===== config.mk =====
export PLATFORM = sky130hd
export DESIGN_NAME = regfile_param
export DESIGN_NICKNAME = d
export VERILOG_FILES = /design/src/rtl/regfile_param.sv
export SDC_FILE = /design/constraint.sdc
export NUM_CORES = 1
export LEC_CHECK = 0
export BUFFER_PORTS_ARGS = -buffer_cell sky130_fd_sc_hd__clkbuf_2
export CORE_MARGIN = 1.5
export CORE_UTILIZATION = 45
export CTS_CLUSTER_SIZE = 24
export DETAILED_ROUTE_END_ITERATION = 6
export SETUP_SLACK_MARGIN = 0.05
export SLEW_MARGIN = 20
export SYNTH_ARGS = -nofsm -noshare
export SYNTH_HDL_FRONTEND = slang
export SYNTH_SLANG_ARGS = --single-unit

===== constraint.sdc =====
create_clock -name Clk -period 3.2 [get_ports Clk]
set_input_delay 0.16 -clock Clk [delete_from_list [all_inputs] [get_ports Clk]]
set_output_delay 0.16 -clock Clk [all_outputs]
set_load 0.02 [all_outputs]

===== src/rtl/regfile_param.sv =====
// regfile_param: parametrised register file with one write port and two
// registered read ports. A post-reset sequencer zeroes every entry before
// Ready rises. Optional same-cycle write-to-read forwarding is enabled by
// defining the macro REGFILE_BYPASS_EN; the default build has no forwarding.
module regfile_param #(
    parameter int DATA_WIDTH = 32,
    parameter int ADDR_WIDTH = 5,
    parameter int ZERO_REG   = 1
) (
    input  logic                  Clk,
    input  logic                  Rst,
    input  logic [ADDR_WIDTH-1:0] ReadRegister1,
    input  logic [ADDR_WIDTH-1:0] ReadRegister2,
    input  logic                  ReadEn1,
    input  logic                  ReadEn2,
    input  logic [ADDR_WIDTH-1:0] WriteRegister,
    input  logic [DATA_WIDTH-1:0] WriteData,
    input  logic                  RegWrite,
    output logic [DATA_WIDTH-1:0] ReadData1,
    output logic [DATA_WIDTH-1:0] ReadData2,
    output logic                  Ready
);

    localparam int DEPTH = 1 << ADDR_WIDTH;
    // Pointer is one bit wider than an address so the terminal compare never wraps.
    localparam logic [ADDR_WIDTH:0] LAST_PTR = (ADDR_WIDTH + 1)'(DEPTH - 1);
    localparam logic [ADDR_WIDTH:0] PTR_ONE  = (ADDR_WIDTH + 1)'(1);

    localparam logic [0:0] ST_CLEAR = 1'b0;
    localparam logic [0:0] ST_READY = 1'b1;

    logic [0:0]            state_r;
    logic [ADDR_WIDTH:0]   clear_ptr_r;
    logic                  ready_r;
    logic [DATA_WIDTH-1:0] read_data1_r;
    logic [DATA_WIDTH-1:0] read_data2_r;
    logic [DATA_WIDTH-1:0] regs_r [DEPTH];

    logic                  mem_we_s;
    logic [ADDR_WIDTH-1:0] mem_waddr_s;
    logic [DATA_WIDTH-1:0] mem_wdata_s;
    logic                  rd1_zero_s;
    logic                  rd2_zero_s;
    logic                  wr_zero_s;
    logic                  bypass1_s;
    logic                  bypass2_s;
    logic [DATA_WIDTH-1:0] rd1_next_s;
    logic [DATA_WIDTH-1:0] rd2_next_s;

    // Detect accesses to the hard-wired zero entry (only when ZERO_REG is set).
    always_comb begin
        rd1_zero_s = 1'b0;
        rd2_zero_s = 1'b0;
        wr_zero_s  = 1'b0;
        if (ZERO_REG != 0) begin
            rd1_zero_s = (ReadRegister1 == {ADDR_WIDTH{1'b0}});
            rd2_zero_s = (ReadRegister2 == {ADDR_WIDTH{1'b0}});
            wr_zero_s  = (WriteRegister == {ADDR_WIDTH{1'b0}});
        end else begin
            rd1_zero_s = 1'b0;
            rd2_zero_s = 1'b0;
            wr_zero_s  = 1'b0;
        end
    end

`ifdef REGFILE_BYPASS_EN
    // Forward a same-cycle write to a read port addressing the same entry.
    always_comb begin
        bypass1_s = RegWrite && ReadEn1 && (ReadRegister1 == WriteRegister);
        bypass2_s = RegWrite && ReadEn2 && (ReadRegister2 == WriteRegister);
    end
`else
    // No forwarding: reads always see the contents from before this edge's write.
    always_comb begin
        bypass1_s = 1'b0;
        bypass2_s = 1'b0;
    end
`endif

    // Select the value each read port would capture at the next edge.
    always_comb begin
        rd1_next_s = regs_r[ReadRegister1];
        rd2_next_s = regs_r[ReadRegister2];
        if (rd1_zero_s) begin
            rd1_next_s = {DATA_WIDTH{1'b0}};
        end else if (bypass1_s) begin
            rd1_next_s = WriteData;
        end else begin
            rd1_next_s = regs_r[ReadRegister1];
        end
        if (rd2_zero_s) begin
            rd2_next_s = {DATA_WIDTH{1'b0}};
        end else if (bypass2_s) begin
            rd2_next_s = WriteData;
        end else begin
            rd2_next_s = regs_r[ReadRegister2];
        end
    end

    // Single storage write port: clear sequencer in CLEAR, user writes in READY.
    always_comb begin
        mem_we_s    = 1'b0;
        mem_waddr_s = WriteRegister;
        mem_wdata_s = WriteData;
        if (Rst) begin
            mem_we_s = 1'b0;
        end else begin
            case (state_r)
                ST_CLEAR: begin
                    mem_we_s    = 1'b1;
                    mem_waddr_s = clear_ptr_r[ADDR_WIDTH-1:0];
                    mem_wdata_s = {DATA_WIDTH{1'b0}};
                end
                ST_READY: begin
                    mem_we_s = RegWrite && !wr_zero_s;
                end
                default: begin
                    mem_we_s = 1'b0;
                end
            endcase
        end
    end

    // Register array update; storage itself is not reset, the sequencer clears it.
    always_ff @(posedge Clk) begin
        if (mem_we_s) begin
            regs_r[mem_waddr_s] <= mem_wdata_s;
        end
    end

    // Control state, clear pointer, Ready flag and registered read outputs.
    always_ff @(posedge Clk) begin
        if (Rst) begin
            state_r      <= ST_CLEAR;
            clear_ptr_r  <= {(ADDR_WIDTH + 1){1'b0}};
            ready_r      <= 1'b0;
            read_data1_r <= {DATA_WIDTH{1'b0}};
            read_data2_r <= {DATA_WIDTH{1'b0}};
        end else begin
            case (state_r)
                ST_CLEAR: begin
                    read_data1_r <= {DATA_WIDTH{1'b0}};
                    read_data2_r <= {DATA_WIDTH{1'b0}};
                    clear_ptr_r  <= clear_ptr_r + PTR_ONE;
                    if (clear_ptr_r == LAST_PTR) begin
                        state_r <= ST_READY;
                        ready_r <= 1'b1;
                    end else begin
                        state_r <= ST_CLEAR;
                        ready_r <= 1'b0;
                    end
                end
                ST_READY: begin
                    ready_r <= 1'b1;
                    if (ReadEn1) begin
                        read_data1_r <= rd1_next_s;
                    end
                    if (ReadEn2) begin
                        read_data2_r <= rd2_next_s;
                    end
                end
                default: begin
                    state_r      <= ST_CLEAR;
                    clear_ptr_r  <= {(ADDR_WIDTH + 1){1'b0}};
                    ready_r      <= 1'b0;
                    read_data1_r <= {DATA_WIDTH{1'b0}};
                    read_data2_r <= {DATA_WIDTH{1'b0}};
                end
            endcase
        end
    end

    assign ReadData1 = read_data1_r;
    assign ReadData2 = read_data2_r;
    assign Ready     = ready_r;

endmodule

==> results.yml <==
status:
  status: "complete, no violations"
yosys:
  ys_ff_latch: 1095
  syn_nets: 2707
  avgSynthCellArea_um2: 18.8
  ys_types: 52
  synth_async_sr_flop_share_pct: 0
  syn_area_mm2: 0.0499
  synthesis.instances: 2654
  ys.flop_type: "edfxtp_1"
  yosysSeqAreaShare_pct: 64.4
  ys_warn_count: 0
  synth_edf_count: 1024
timing:
  worstMarginPinSlew_ns: 1.07
  setup_viol: 0
  final-max-slew-violation-count: 0
  clock.fmax_ghz: 0.361
  rsz0062_at_grt: "no"
  finalCritPeriodShare_pct: 86.5
  relSlewSlack_pct: 28.4
  period_needed_ns: 2.77
  final_hold_viol_count: 0
  skew_ns: 0.0252
  setup_slack_ns: 0.434
clock_tree:
  insertion_delay_ns: 0.70
  cts_root_buffer: "clkbuf_16"
  cts-buffers-inserted: 114
  clk_pin_slew_ns: 0.06
  postCtsSetupRepairBufs: 0
  cts.sinks: 1095
  tritoncts: "built"
  h-tree-depth: 3
  clk_path_buf_depth: 3
floorplan:
  ios: 117
  die_y_um: 336
  core_area_mm2: 0.110
  die_x_um: 336
  die_area_mm2: 0.113
  initial_core_util_pct: 45.2
  row_count: 122
setup_path:
  worstPathRequired_ns: 3.57
  startpoint_type: "register"
  cp_top_family: "simple AND/OR/NAND/NOR gates"
  cp-end-kind: "register"
  critPathBufInv: 1
  crit_arrival_ns: 3.14
  crit_fanout: 24
  crit_top_cell: "nor2_4"
  worstPathCellList: "nor2_4, mux2i_1, nand3_1, nor2_4, buf_12"
  crit_path_top_delay_cell: "mux2i_1"
  max_stage_delay_ns: 0.59
  path_class: "reg2reg"
placed_design:
  dp_hpwl_um: 101000
  gp_congestion: 0.859
  placed_cells: 4254
  port-buffer-count: 116
  dp_slack_ns: 0.255
cells_and_area:
  area_growth_pct: 15.8
  final_common_cell: "edfxtp_1"
  regArea_mm2: 0.0322
  fillerInstances: 8640
  final_cells: 4475
  n_antenna_cell: 0
  nNetsFinal: 2940
  final_cell_mix: "1024 x edfxtp_1, 436 x mux4_2, 242 x mux2i_1"
  drive_gt1_share_pct: 36.3
  multi_input_area_mm2: 0.0169
drt:
  first_pass_iters: 5
  wl_per_cell_um: 35.8
  drc_errors: 0
  drtIter0Drc: 3485
  viasPerCell: 6.61
  via_count: 29600
  routed_wirelength_um: 160000
  ant_nets: 0
run:
  max_cap_viol_count: 0
global_routing:
  antenna_found_initial: 3
  grtUsageTotal_pct: 28.5
  grt_pass1_wl_um: 226000
  grt_pass1_vias: 30200
  grt-ovfl-total: 0
  grt_max_degree: 55
power:
  p_leak_nw: 19.3
  powerDensity_mw_per_mm2: 558
  ir_worst_vdd_uv: 470
worst_hold_path:
  holdCritPathClass: "in2reg"
layout make-up:
cell class / instances / share of cell area (%)
Sequential cell: 1095 / 55.6
Clock inverter: 81 / 1.48
Inverter: 28 / 0.182
Multi-Input combinational cell: 1325 / 29.3
Tap cell: 1488 / 3.22
Timing Repair Buffer: 323 / 4.92
Clock buffer: 135 / 5.25
worst reg2reg max path: cells and delay by family, from the launching register on:
family	cells	cell delay, ns
and+or+nand+nor	3	1.14
muxes	1	0.59
DFF	1	0.42
buffers and inverters	1	0.29
what timing repair did:
item | 4_1_cts | 5_1_grt
endpoints found under the hold margin | 75 | 0
resized for setup | 0 | 0
hold buffers | 5 | 0
path summary, 6_finish.rpt:
kind | start | endpoint | slack (ns) | cells after the start
setup / recovery | state_r | regs_r[1][18] | 0.43 | 5
hold / removal | ReadRegister2[0] | ReadData2[27] | 0.04 | 5
setup reg to reg | state_r | regs_r[1][18] | 0.43 | 5
hold reg to reg | ReadData1[20] | ReadData1[20] | 0.47 | 2
flip-flops by register name, indices dropped and copies added (netlist names):
signal,count
ReadData1,32
regs_r,1024
clear_ptr_r,6
ReadData2,32
state_r,1
cell usage after synthesis, types with 2 or more instances:
library cell | n | area share (%)
a211o_1 | 22 | 0.39
a211oi_1 | 21 | 0.32
a21oi_1 | 35 | 0.35
a221oi_1 | 45 | 0.79
a22oi_1 | 10 | 0.15
a31oi_1 | 14 | 0.18
a32o_1 | 9 | 0.18
a41oi_1 | 6 | 0.11
buf_1 | 24 | 0.18
buf_2 | 65 | 0.65
buf_4 | 17 | 0.26
buf_6 | 22 | 0.50
clkbuf_1 | 78 | 0.59
clkinv_1 | 2 | 0.015
dfxtp_1 | 71 | 2.8
edfxtp_1 | 1024 | 62
inv_1 | 26 | 0.20
mux2_2 | 78 | 1.8
mux2i_1 | 242 | 4.9
mux4_2 | 436 | 20
nand2_1 | 77 | 0.58
nand2b_1 | 5 | 0.063
nand3_1 | 5 | 0.050
nand4_1 | 3 | 0.038
nand4b_1 | 2 | 0.035
nor2_1 | 84 | 0.63
nor2b_1 | 60 | 0.75
o211ai_1 | 4 | 0.060
o21ai_0 | 16 | 0.16
o21ai_1 | 47 | 0.47
o221ai_1 | 28 | 0.49
o22ai_1 | 31 | 0.39
o31ai_1 | 22 | 0.33
or3_1 | 2 | 0.025
or3b_1 | 2 | 0.035
xor2_1 | 3 | 0.053
metal layers:
layer	track usage [%]	part of all wire (%)	vias up
met5	0	0	-
met4	13.4	5.0	0
met3	5.13	9.0	309
met2	45.7	48	1759
met1	37.9	38	15800
li1	-	-	11700
kinds of logic (layout without fill, tap and decap cells):
logic type | count (synthesis) | after routing | synth area share, %
compound gates | 315 | 315 | 4.46
xor+xnor | 4 | 4 | 0.0702
fa+ha+maj | 1 | 1 | 0.0251
buf+inv | 234 | 567 | 2.38
flops | 1095 | 1095 | 64.4
mux | 756 | 756 | 26.3
simple gates | 249 | 249 | 2.35
power breakdown:
group          internal (mW)  switching (mW)  leakage (nW)  total [mW]
Clock                   8.06            5.68          1.91        13.7
Combinational           1.08            1.54          7.43        2.61
Sequential              15.8          0.0693          9.95        15.9
Total                   25.0            7.29          19.3        32.2
stage by stage:
step / hold slack (ns) / utilization (%) / total power [mW] / instance area, um2 / TNS [ns]
detailed placement: 0.461 / 48.8 / 18.8 / 53900 / 0
finish: 0.0369 / 52.4 / 32.2 / 57800 / 0
floorplan: 0.368 / - / 17.8 / 50000 / -55.09
global route: 0.0459 / 52.4 / 33.0 / 57800 / 0
CTS: 0.0129 / 52.4 / 32.4 / 57800 / 0
global placement: 0.444 / 48.8 / 18.7 / 53900 / 0
(Power assumes the default switching activity.)
